--- src/rtl/or1200_ic_pkg.sv ---
// Shared definitions for the OR1200 instruction-cache tag controller:
// FSM state encoding and the position of the valid bit in a tag word.
package or1200_ic_pkg;

  typedef enum logic [1:0] {
    ST_IDLE  = 2'd0,
    ST_FLUSH = 2'd1,
    ST_INIT  = 2'd2
  } ic_state_t;

  // Valid bit position for the default 20-bit tag word.
  localparam int IC_DW_DEF   = 20;
  localparam int IC_VLD_BIT  = IC_DW_DEF - 1;

  // Valid bit sits in the MSB of a tag word of any width.
  function automatic int ic_vld_bit(input int dw);
    return dw - 1;
  endfunction

endpackage

--- src/rtl/or1200_ic_tag_arb.sv ---
// Fixed-priority single-port arbiter for the tag RAM: inv > fill > lkp.
// Purely combinational; en removes every grant (busy, flush pending, reset).
module or1200_ic_tag_arb (
  input  logic en,
  input  logic inv_req,
  input  logic fill_req,
  input  logic lkp_req,
  output logic inv_gnt,
  output logic fill_gnt,
  output logic lkp_gnt
);

  // one grant at most, highest-priority requester wins
  always_comb begin
    inv_gnt  = 1'b0;
    fill_gnt = 1'b0;
    lkp_gnt  = 1'b0;
    if (en) begin
      if (inv_req)       inv_gnt  = 1'b1;
      else if (fill_req) fill_gnt = 1'b1;
      else if (lkp_req)  lkp_gnt  = 1'b1;
    end
  end

endmodule

--- src/rtl/or1200_ic_tag_ctrl.sv ---
// OR1200 instruction-cache tag controller: arbitrates lookup, refill and
// single-entry invalidate onto one tag RAM port and walks the RAM to clear
// it on flush. Optional macro OR1200_IC_TAG_CTRL_INIT_FLUSH_EN adds a full
// clearing walk (INIT) straight out of reset.
//
//   state | meaning
//   IDLE  | serve inv/fill/lkp one access per cycle
//   FLUSH | write zero to entry cnt each cycle, 2**AW cycles
//   INIT  | same walk as FLUSH, entered from reset (macro builds only)
module or1200_ic_tag_ctrl
  import or1200_ic_pkg::*;
#(
  parameter int AW = 8,
  parameter int DW = 20
) (
  input  logic          clk,
  input  logic          rst,
  input  logic          lkp_req,
  input  logic [AW-1:0] lkp_idx,
  input  logic [DW-2:0] lkp_tag,
  output logic          lkp_gnt,
  output logic          lkp_vld,
  output logic          lkp_hit,
  input  logic          fill_req,
  input  logic [AW-1:0] fill_idx,
  input  logic [DW-2:0] fill_tag,
  output logic          fill_gnt,
  input  logic          inv_req,
  input  logic [AW-1:0] inv_idx,
  output logic          inv_gnt,
  input  logic          flush_req,
  output logic          busy,
  output logic          ram_ce,
  output logic          ram_we,
  output logic [AW-1:0] ram_addr,
  output logic [DW-1:0] ram_di,
  input  logic [DW-1:0] ram_doq
);

  localparam int VB = ic_vld_bit(DW);

`ifdef OR1200_IC_TAG_CTRL_INIT_FLUSH_EN
  localparam ic_state_t RST_STATE = ST_INIT;
`else
  localparam ic_state_t RST_STATE = ST_IDLE;
`endif

  ic_state_t     state;
  logic [AW-1:0] cnt;
  logic [DW-2:0] tag_q;
  logic          arb_en;

  // reset gates grants so all outputs drop the moment rst goes low
  assign arb_en = rst & (state == ST_IDLE) & ~flush_req;
  assign busy   = (state != ST_IDLE);

  or1200_ic_tag_arb u_arb (
    .en       (arb_en),
    .inv_req  (inv_req),
    .fill_req (fill_req),
    .lkp_req  (lkp_req),
    .inv_gnt  (inv_gnt),
    .fill_gnt (fill_gnt),
    .lkp_gnt  (lkp_gnt)
  );

  // result is valid only on the strobe; compare against the tag captured at grant
  assign lkp_hit = lkp_vld & ram_doq[VB] & (ram_doq[VB-1:0] == tag_q);

  // FSM, clear-walk counter and lookup result pipeline
  always_ff @(posedge clk or negedge rst) begin
    if (!rst) begin
      state   <= RST_STATE;
      cnt     <= '0;
      lkp_vld <= 1'b0;
      tag_q   <= '0;
    end else begin
      lkp_vld <= lkp_gnt;
      if (lkp_gnt) tag_q <= lkp_tag;
      unique case (state)
        ST_IDLE: begin
          if (flush_req) begin
            state <= ST_FLUSH;
            cnt   <= '0;
          end
        end
        ST_FLUSH, ST_INIT: begin
          cnt <= cnt + AW'(1);
          if (&cnt) state <= ST_IDLE;
        end
        default: state <= ST_IDLE;
      endcase
    end
  end

  // tag RAM port mux; ce stays high in the result cycle so read data is held
  always_comb begin
    ram_ce   = 1'b0;
    ram_we   = 1'b0;
    ram_addr = '0;
    ram_di   = '0;
    if (rst) begin
      if (busy) begin
        ram_ce   = 1'b1;
        ram_we   = 1'b1;
        ram_addr = cnt;
      end else if (inv_gnt) begin
        ram_ce   = 1'b1;
        ram_we   = 1'b1;
        ram_addr = inv_idx;
      end else if (fill_gnt) begin
        ram_ce   = 1'b1;
        ram_we   = 1'b1;
        ram_addr = fill_idx;
        ram_di   = {1'b1, fill_tag};
      end else if (lkp_gnt) begin
        ram_ce   = 1'b1;
        ram_addr = lkp_idx;
      end
      if (lkp_vld) ram_ce = 1'b1;
    end
  end

endmodule
--- config.mk ---
export PLATFORM = sky130hd
export DESIGN_NAME = or1200_ic_tag_ctrl
export DESIGN_NICKNAME = d
export VERILOG_FILES = /design/src/rtl/or1200_ic_pkg.sv /design/src/rtl/or1200_ic_tag_arb.sv /design/src/rtl/or1200_ic_tag_ctrl.sv
export SDC_FILE = /design/constraint.sdc
export NUM_CORES = 1
export LEC_CHECK = 0
export CORE_MARGIN = 10
export CORE_UTILIZATION = 36
export CTS_BUF_LIST = sky130_fd_sc_hd__clkbuf_8
export CTS_CLUSTER_DIAMETER = 80
export DETAILED_ROUTE_END_ITERATION = 10
export GPL_TIMING_DRIVEN = 0
export HOLD_SLACK_MARGIN = 0.12
export PLACE_DENSITY = 0.81
export RECOVER_POWER = 100
export REMOVE_ABC_BUFFERS = 1
export SKIP_LAST_GASP = 1
export SYNTH_ARGS = -nofsm -noshare
export SYNTH_HDL_FRONTEND = slang
export SYNTH_HIERARCHICAL = 1
export SYNTH_SLANG_ARGS = --single-unit
--- constraint.sdc ---
create_clock -name clk -period 2.3 [get_ports clk]
set_input_delay 0.23 -clock clk [delete_from_list [all_inputs] [get_ports clk]]
set_output_delay 0.23 -clock clk [all_outputs]
set_load 0.01 [all_outputs]
* After elaboration in Yosys (flattened, before gate mapping)
Index checks and enable logic that the tools add are counted.
** Storage, ports and cells
- Register bits after elaboration :: 30
- Memories :: 0
- Memory bits (read-only) :: 0
- Logic and storage cells :: 55
- Bits in latches :: 0
- Input port bits :: 88
- RAM bits :: 0
** Cells by class
- Multipliers :: 0
- $lt $le $gt $ge :: 0
- Shift-type cells :: 0
- Muxes and demuxes :: 33
- Equality and inequality tests :: 5
- Bitwise logic cells :: 5
- Reduce and logical (&&, ||, !) cells :: 7
- Divide/modulo/power cells :: 0
- $add $sub $neg :: 1
** Operator list (number)
- $mux W20 :: 4
- $mux W8 :: 6
- $eq A19 B19 Y1 :: 1
- $mux W1 :: 19
- $pmux W8 S2 :: 1
- $add A8 B1 Y8 const B :: 1
- $reduce_and A8 Y1 :: 1
- $and A1 B1 Y1 :: 4
- $mux W2 :: 2
- $ne A2 B2 Y1 const B :: 2
- $pmux W2 S2 :: 1
- $reduce_and A2 Y1 :: 2
- $reduce_bool A2 Y1 :: 2
- $eq A2 B1 Y1 const B :: 1
- $eq A2 B2 Y1 const B :: 1
- $logic_not A2 Y1 :: 1
- $reduce_or A2 Y1 :: 1
- $not A1 Y1 :: 1

* Depth between registers and ports, before layout
Gate-level depths: netlist of run 1.
- Depth in word-level cells :: 10
- Mapped depth :: 10
- Gate-level depth less buffers :: 8

* Modules after synthesis
Netlist of run 1, hierarchy kept.
** By module, submodules not included
- or1200_ic_tag_ctrl :: times used 1, sequential area each 725.7 um^2, area each 1745.4 um^2, cells each 180
- or1200_ic_tag_arb :: times used 1, sequential area each 0.0 um^2, area each 30.0 um^2, cells each 3

* Worst setup path after synthesis of run 1
No wires, ideal clock.
- Kind :: flip-flop to output port
- Start :: register state[0]
- End :: output port ram_addr[2]
- Arrival time :: 2088 ps
- Data required time :: 2070 ps
- Path slack :: -18 ps
- Stages on the path, launching flop included :: 10
- Path buffers :: 1
- Path through :: dfrtp_1 > inv_2 > nand2_1 > nor2_1 > and4bb_2 > clkbuf_1 > nor2b_1 > a221o_1 > o21ai_0 > o21ai_0
** On the way
- Word-level cells in the longest chain between the ends :: 9
- Elaborated cells between the ends (all ways) :: 12
- Classes of those cells :: mux: 8; bitwise: 2; reduce/logical: 2
** Ends and longest elaborated chain
- start: declaration :: RTL line or1200_ic_tag_ctrl.sv:48 : ic_state_t state;
- start signal: assignment :: RTL line or1200_ic_tag_ctrl.sv:73 : state <= RST_STATE;
- start signal: assignment :: RTL line or1200_ic_tag_ctrl.sv:83 : state <= ST_FLUSH;
- start signal: assignment :: RTL line or1200_ic_tag_ctrl.sv:89 : if (&cnt) state <= ST_IDLE;
- $logic_not A2 Y1 :: RTL line or1200_ic_tag_ctrl.sv:54 : assign arb_en = rst & (state == ST_IDLE) & ~flush_req;
- $and A1 B1 Y1 (2 in series) :: RTL line or1200_ic_tag_ctrl.sv:54
- net arb_en :: RTL line or1200_ic_tag_ctrl.sv:51 : logic arb_en;
- $mux W1 :: RTL line or1200_ic_tag_arb.sv:18 : if (en) begin
- net lkp_gnt :: RTL line or1200_ic_tag_ctrl.sv:21 : output logic lkp_gnt,
- $mux W8 :: RTL line or1200_ic_tag_ctrl.sv:116 : end else if (lkp_gnt) begin
- $mux W8 :: RTL line or1200_ic_tag_ctrl.sv:111 : end else if (fill_gnt) begin
- $mux W8 :: RTL line or1200_ic_tag_ctrl.sv:107 : end else if (inv_gnt) begin
- $mux W8 :: RTL line or1200_ic_tag_ctrl.sv:103 : if (busy) begin
- $mux W8 :: RTL line or1200_ic_tag_ctrl.sv:102 : if (rst) begin
- end: declaration :: RTL line or1200_ic_tag_ctrl.sv:35 : output logic [AW-1:0] ram_addr,
The timed path passes the listed nets, and every way through them passes these cells.

* Worst setup path after layout of run 1
- Start :: register state[0]
- End :: output port ram_addr[2]
** On the way
- Word-level cells in the longest chain between the ends :: 9
- Elaborated cells between the ends (all ways) :: 12
- Classes of those cells :: mux: 8; bitwise: 2; reduce/logical: 2
** Ends and longest elaborated chain (RTL line)
- $logic_not A2 Y1 (*) :: or1200_ic_tag_ctrl.sv:54
- $and A1 B1 Y1 (*) (2 in series) :: or1200_ic_tag_ctrl.sv:54
- net arb_en :: or1200_ic_tag_ctrl.sv:51
- $mux W1 :: or1200_ic_tag_arb.sv:18
- $mux W8 :: or1200_ic_tag_ctrl.sv:116
- $mux W8 :: or1200_ic_tag_ctrl.sv:111
- $mux W8 (*) :: or1200_ic_tag_ctrl.sv:107
- $mux W8 (*) :: or1200_ic_tag_ctrl.sv:103
- $mux W8 (*) :: or1200_ic_tag_ctrl.sv:102
Mark *: on every way through the listed nets, which the timed path passes. The rest lies on a longest branch.

==> qor.yml, run 1 <==
outcome:
  status: "finished with violations"
  failed_checks: "negative setup slack"
cells_and_area:
  nets: 420
  fillCellCount: 384
  antenna_cells: 0
  area_growth_pct: 90.84
  finish.utilization: 0.7126
  drive_above_1_share: 0.2447
setup_path:
  crit_chain: "clkinv_4 > nand2_8 > nor2_4 > and3b_2 > buf_6 > nor2b_4 > a221o_1 > o21ai_0 > o21ai_1 > clkbuf_2"
  critPathRequiredTime_ps: 2070
  crit_path_end_kind: "output pin"
  crit_slowest_cell: "dfrtp_2"
  arrival_ps: 2080
  cp_max_fo: 4
  crit_type: "register to output pin"
  rr_worst_depth: 7
  cp-start-kind: "register"
  critPathMaxStageDelay_ps: 430
logic_synthesis:
  synth_seq_cells: 29
  yosysSeqAreaShare: 0.4087
  yosysWarnings: 6
  synth_flop_cell: "dfrtp_1"
  synth_edf_count: 0
  yosys.cell_count.top_type: "dfrtp_1"
  synth_top_area_share: 0.4087
  ys_types: 32
  synth_top_area_cell: "dfrtp_1"
  syn_inst: 183
  syn_avg_cell_area_sq_um: 9.702
  synth.area.top_cells: "dfrtp_1 41%, mux2_2 12%, xnor2_1 8.4%"
  ys_top_cells_by_count: "29 x dfrtp_1, 20 x o21ai_0, 19 x and2_1, 19 x mux2_2, 17 x xnor2_1"
  syn_area_sq_um: 1775
  synth_async_sr_flop_share: 1.000
timing:
  fin_skew_ps: 4.256
  max_freq_mhz: 432.8
  worstMarginPinSlew_ps: 1271
  hold_violations: 0
  layout_setup_ws_ps: -10.55
  setup_viol: 2
  max_slew_margin: 0.1526
  rsz0062_at_grt: "true"
  drv_slew: 0
  fin_crit_sh: 1.005
  min_period_ps: 2311
power:
  p_per_area_nw_per_um2: 435.5
  switching_share: 0.2890
  leakage_nw: 1.494
  power.switching_w: 0.0004264
  p_seq_frac: 0.449
  vdd_drop_max_mv: 0.3062
  total_power_w: 0.001475
  p_int_w: 0.001049
  p_comb_frac: 0.275
  p_clk_frac: 0.276
drt:
  drt_iter0_drc: 127
  postRouteWirelength_um: 7761
  drcViolationCount: 0
  num_vias: 2034
  route.antenna.remaining_nets: 0
  wl_per_cell_um: 19.50
  first_pass_iters: 4
  vias_per_cell: 5.111
grt:
  grt_pass1_vias: 2225
  antenna_found_initial: 0
  grt_pass1_wl_um: 11850
  grt_max_degree: 30
  grt_use_total: 0.1805
  grt-ovfl-total: 0
floorplan:
  die_h_um: 90.23
  core_area_sq_um: 4755
  initial_core_util: 0.3734
  boundaryPins: 124
  rows: 25
  die_w_um: 90.23
  die_area_sq_um: 8141
clock_tree:
  clkLatencyLatePin_ps: 270
  clk_pin_slew_ps: 60
  cts_tree: "built"
  root_buffer: "clkbuf_8"
  clock-sinks: 29
  clockBufferDepth: 2
  cts_max_level: 2
  cts_made_buffers: 5
place:
  place.gp.congestion: 0.7839
  hpwl_um: 5496
  io_buffers: 123
job:
  maxCapViolations: 0
hold_path:
  hold_depth: 2
  hp-class: "input port to register"
-- path summary, 6_finish.rpt --
kind	slack (ps)	to	start
max	-10	ram_addr[2]	state[0]
min	340	cnt[1]	flush_req
max reg2reg	460	tag_q[13]	state[0]
min reg2reg	530	cnt[7]	cnt[7]
max in group asynchronous	330	state[0]	rst
min in group asynchronous	1140	cnt[0]	rst
-- cell usage in the layout (no fill, tap or decap), types with 5 or more instances in the layout --
master,instances
buf_4,18
nand4_1,6
clkdlybuf4s50_1,90
o21ai_0,13
mux2_2,19
nor2_4,5
and2_1,19
o21ai_1,7
nand2_1,10
dlygate4sd2_1,15
dfrtp_1,28
nor2_1,5
xnor2_1,17
clkbuf_8,6
nand3_1,10
buf_2,7
clkbuf_2,7
-- cell type report --
class                           count  area [sq um]  share of cell area
Multi-Input combinational cell    147          1127              0.3327
Sequential cell                    29         726.9              0.2145
Timing Repair Buffer              146          1348              0.3977
Tap cell                           67         83.83             0.02474
Clock inverter                      1         3.754            0.001108
Inverter                            2         16.27            0.004801
Clock buffer                        6         82.58             0.02437
-- kinds of logic (layout without fill, tap and decap cells) --
kind of cell,count (synthesis),after routing,synth area share
adders and majority gates,1,1,0.007046
AOI/OAI and AO/OA,39,39,0.1388
muxes,19,19,0.1205
xor gates and xnor gates,20,20,0.09866
buffers and inverters,11,155,0.02607
DFF,29,29,0.4087
and+or+nand+nor,64,68,0.2001
-- flip-flops by register name, indices dropped and copies added (netlist names) --
signal   cells
state        1
tag_q       19
cnt          8
lkp_vld      1
-- power by group through the flow --
stage / sequential [W] / combinational [W] / clock, W
CTS: 0.000659 / 0.000405 / 0.000417
global route: 0.000676 / 0.000451 / 0.000442
detailed placement: 0.000666 / 0.000421 / 0
global placement: 0.000662 / 0.000412 / 0
floorplan: 0.000642 / 0.000166 / 0
finish: 0.000663 / 0.000406 / 0.000407
-- per-layer routing --
metal	part of all wire	track usage	vias to the layer above
li1	-	-	955
met1	0.36	0.1851	977
met2	0.54	0.3372	84
met3	0.064	0.05736	18
met4	0.028	0.05836	0
met5	0	0	-
-- worst max-delay path: cells and delay by family (launching register included) --
| kind | cells | cell delay [ps] |
|---|---|---|
| simple gates | 4 | 470 |
| compound gates | 3 | 550 |
| flops | 1 | 430 |
| buf+inv | 3 | 350 |
-- stage by stage --
stage,worst slack [ps],hold WS [ps],cell area [sq um],instances,setup TNS [ps]
global route,-78.41,361.1,3388,398,-485.0
CTS,-97.00,516.6,3373,395,-163.0
global placement,-2628,491.2,3052,364,-108550
detailed placement,-1528,352.5,3047,364,-49650
finish,-10.55,337.2,3388,398,-11.08
floorplan,-261.9,-65.59,1737,174,-4865
-- repair_timing --
action,in CTS,in global routing
gates resized for setup,84,30
hold buffers,2,0
hold endpoints to repair,29,0
buffers inserted,18,4
gates cloned,4,0
setup endpoints to repair,53,23
pin swaps,6,5
Note: power is estimated with default switching activity, not from simulation.
==> run 2, diff against run 1 <==
--- a/config.mk
+++ b/config.mk
@@ -5,6 +5,7 @@
 export SDC_FILE = /design/constraint.sdc
 export NUM_CORES = 1
 export LEC_CHECK = 0
+export CAP_MARGIN = 20
 export CORE_MARGIN = 10
 export CORE_UTILIZATION = 36
 export CTS_BUF_LIST = sky130_fd_sc_hd__clkbuf_8
@@ -15,7 +16,6 @@
 export PLACE_DENSITY = 0.81
 export RECOVER_POWER = 100
 export REMOVE_ABC_BUFFERS = 1
-export SKIP_LAST_GASP = 1
 export SYNTH_ARGS = -nofsm -noshare
 export SYNTH_HDL_FRONTEND = slang
 export SYNTH_HIERARCHICAL = 1
==> run 2 against run 1 <==
The run still ends with negative setup slack left; register-to-register slack about the same; worst hold slack got worse by 1.6 ps; global-route usage about the same; maximum frequency increased by 0.39%; sequential cell count unchanged; die area unchanged; via count increased by 1.1%; power increased by 0.28%; setup slack improved by 9.0 ps; clock skew about the same; combinational power about the same; critical path type unchanged.
==> qor.yml, run 2 (same netlist as run 1, synthesis figures left out) <==
job:
  maxCapViolations: 0  # unchanged
clock_tree:
  root_buffer: "clkbuf_8"
  cts_tree: "built"
  clk_pin_slew_ps: 60  # about the same
  cts_max_level: 2  # unchanged
  clock-sinks: 29  # unchanged
  clkLatencyLatePin_ps: 270  # about the same
  cts_made_buffers: 5  # unchanged
  clockBufferDepth: 2  # unchanged
setup_path:
  crit_slowest_cell: "dfrtp_2"
  path_delay_family: "compound AO/OA/AOI/OAI gates"
  critPathMaxStageDelay_ps: 400  # -30 ps
  rr_worst_depth: 7  # unchanged
  crit_chain: "clkinv_4 > nand2_8 > nor2_4 > and3b_2 > buf_6 > buf_4 > a221o_1 > o21ai_1 > o21ai_1 > clkbuf_2"
  worst-path-buf-inv: 4  # +1
  cp_max_fo: 4  # unchanged
  crit_path_end_kind: "output pin"
  cp-start-kind: "register"
  critPathRequiredTime_ps: 2070  # about the same
  crit_type: "register to output pin"
  crit_cells: 10  # unchanged
  crit_top_cell: "o21ai_1"
  arrival_ps: 2070  # about the same
timing:
  worstMarginPinSlew_ps: 1266  # -5.038 ps
  min_period_ps: 2302  # -8.987 ps
  setup_viol: 1  # -1
  fin_crit_sh: 1.001  # -0.003907
  fin_skew_ps: 4.085  # -0.1709 ps
  layout_setup_ws_ps: -1.561  # +8.987 ps
  rsz0062_at_grt: "true"
  max_freq_mhz: 434.5  # +0.39%
  max_slew_margin: 0.1560  # +0.003358
  hold_violations: 0  # unchanged
  drv_slew: 0  # unchanged
cells_and_area:
  layout_commonest_cell: "clkdlybuf4s50_1"
  area_growth_pct: 93.09
  largest_register: "tag_q"
  layout_common_cells: "90 x clkdlybuf4s50_1, 28 x dfrtp_1, 19 x mux2_2"
  antenna_cells: 0  # unchanged
  fillCellCount: 375  # -2.3%
  reg.largest.list: "tag_q: 19 flops, cnt: 8 flops"
  multi_input_area_sq_um: 1157  # +2.7%
  finish.utilization: 0.7211  # +0.008421
  seq_area_sq_um: 726.9  # unchanged
  largest_register_ffs: 19  # unchanged
  nets: 421  # +0.24%
  drive_above_1_share: 0.2711  # +0.02637
grt:
  grt_pass1_vias: 2236  # +0.49%
  grt_pass1_wl_um: 11880  # +0.23%
  antenna_found_initial: 0  # unchanged
  grt_use_total: 0.1808  # +0.0003438
  grt.busiest_layer: "met2"
  grt.met2_usage: 0.3414  # +0.004237
  grt_max_degree: 30  # unchanged
  met1_usage: 0.1831  # -0.001948
  grt-ovfl-total: 0  # unchanged
  grt_util_met3: 0.05985  # +0.002494
power:
  total_power_w: 0.001479  # +0.28%
  vdd_drop_max_mv: 0.3070  # +0.25%
  leakage_nw: 1.500  # +0.41%
  p_per_area_nw_per_um2: 431.6  # -0.90%
drt:
  first_pass_iters: 4  # unchanged
  wl_per_cell_um: 19.80  # +1.5%
  drcViolationCount: 0  # unchanged
  drt_iter0_drc: 100  # -21%
  postRouteWirelength_um: 7900  # +1.8%
  num_vias: 2056  # +1.1%
  route.antenna.remaining_nets: 0  # unchanged
  vias_per_cell: 5.153  # +0.83%
floorplan:
  die_h_um: 90.23  # unchanged
  initial_core_util: 0.3734  # unchanged
  boundaryPins: 124  # unchanged
  die_area_sq_um: 8141  # unchanged
  core_area_sq_um: 4755  # unchanged
  die_w_um: 90.23  # unchanged
  rows: 25  # unchanged
place:
  io_buffers: 123  # unchanged
  hpwl_um: 5496  # unchanged
  place.gp.congestion: 0.7839  # unchanged
outcome:
  failed_checks: "negative setup slack"
  status: "finished with violations"
hold_path:
  hp-class: "input port to register"
  hold_depth: 2  # unchanged
run 2: final timing paths:
kind / endpoint / start / slack, ps
setup / recovery: ram_addr[2] / state[0] / -2
hold / removal: cnt[1] / flush_req / 340
setup reg to reg: tag_q[13] / state[0] / 460
hold reg to reg: cnt[7] / cnt[7] / 520
max in group asynchronous: state[0] / rst / 330
min in group asynchronous: cnt[0] / rst / 1140
run 2: through the flow:
step | cell area, sq um | hold slack, ps | setup WS (ps) | cells | setup TNS [ps]
6_report | 3428 | 335.6 | -1.561 | 399 | -1.561
4_1_cts | 3386 | 516.6 | -97.00 | 395 | -97.00
5_1_grt | 3428 | 356.2 | -56.49 | 399 | -144.1
2_1_floorplan | 1737 | -65.59 | -261.9 | 174 | -4865
3_5_place_dp | 3047 | 352.5 | -1528 | 364 | -49650
3_3_place_gp | 3052 | 491.2 | -2628 | 364 | -108550
run 2: repair_timing:
| item | in CTS | in global routing |
|---|---|---|
| buffers inserted | 18 | 4 |
| gates cloned | 4 | 0 |
| resized for setup | 92 | 43 |
| endpoints found under the setup margin | 53 | 23 |
| pin swaps | 6 | 8 |
| hold endpoints to repair | 29 | 0 |
| hold buffers | 2 | 0 |
run 2: final cells by class:
type                    count  area share
clock buffers               6     0.02409
clock inverters             1    0.001095
inverters                   2    0.004745
multi-input cells         147      0.3376
flip-flops and latches     29      0.2120
well taps                  67     0.02445
repair buffers            147      0.3960
run 2: per-layer routing:
| metal | part of all wire | vias to the layer above |
|---|---|---|
| met5 | 0 | - |
| met4 | 0.028 | 0 |
| met3 | 0.072 | 18 |
| met2 | 0.55 | 84 |
| met1 | 0.35 | 995 |
| li1 | - | 959 |
run 2: power by group:
| group | internal (W) | switching, W |
|---|---|---|
| logic | 0.000241 | 0.000167 |
| registers | 0.000576 | 0.0000879 |
| clock network | 0.000232 | 0.000175 |
| total | 0.00105 | 0.000430 |
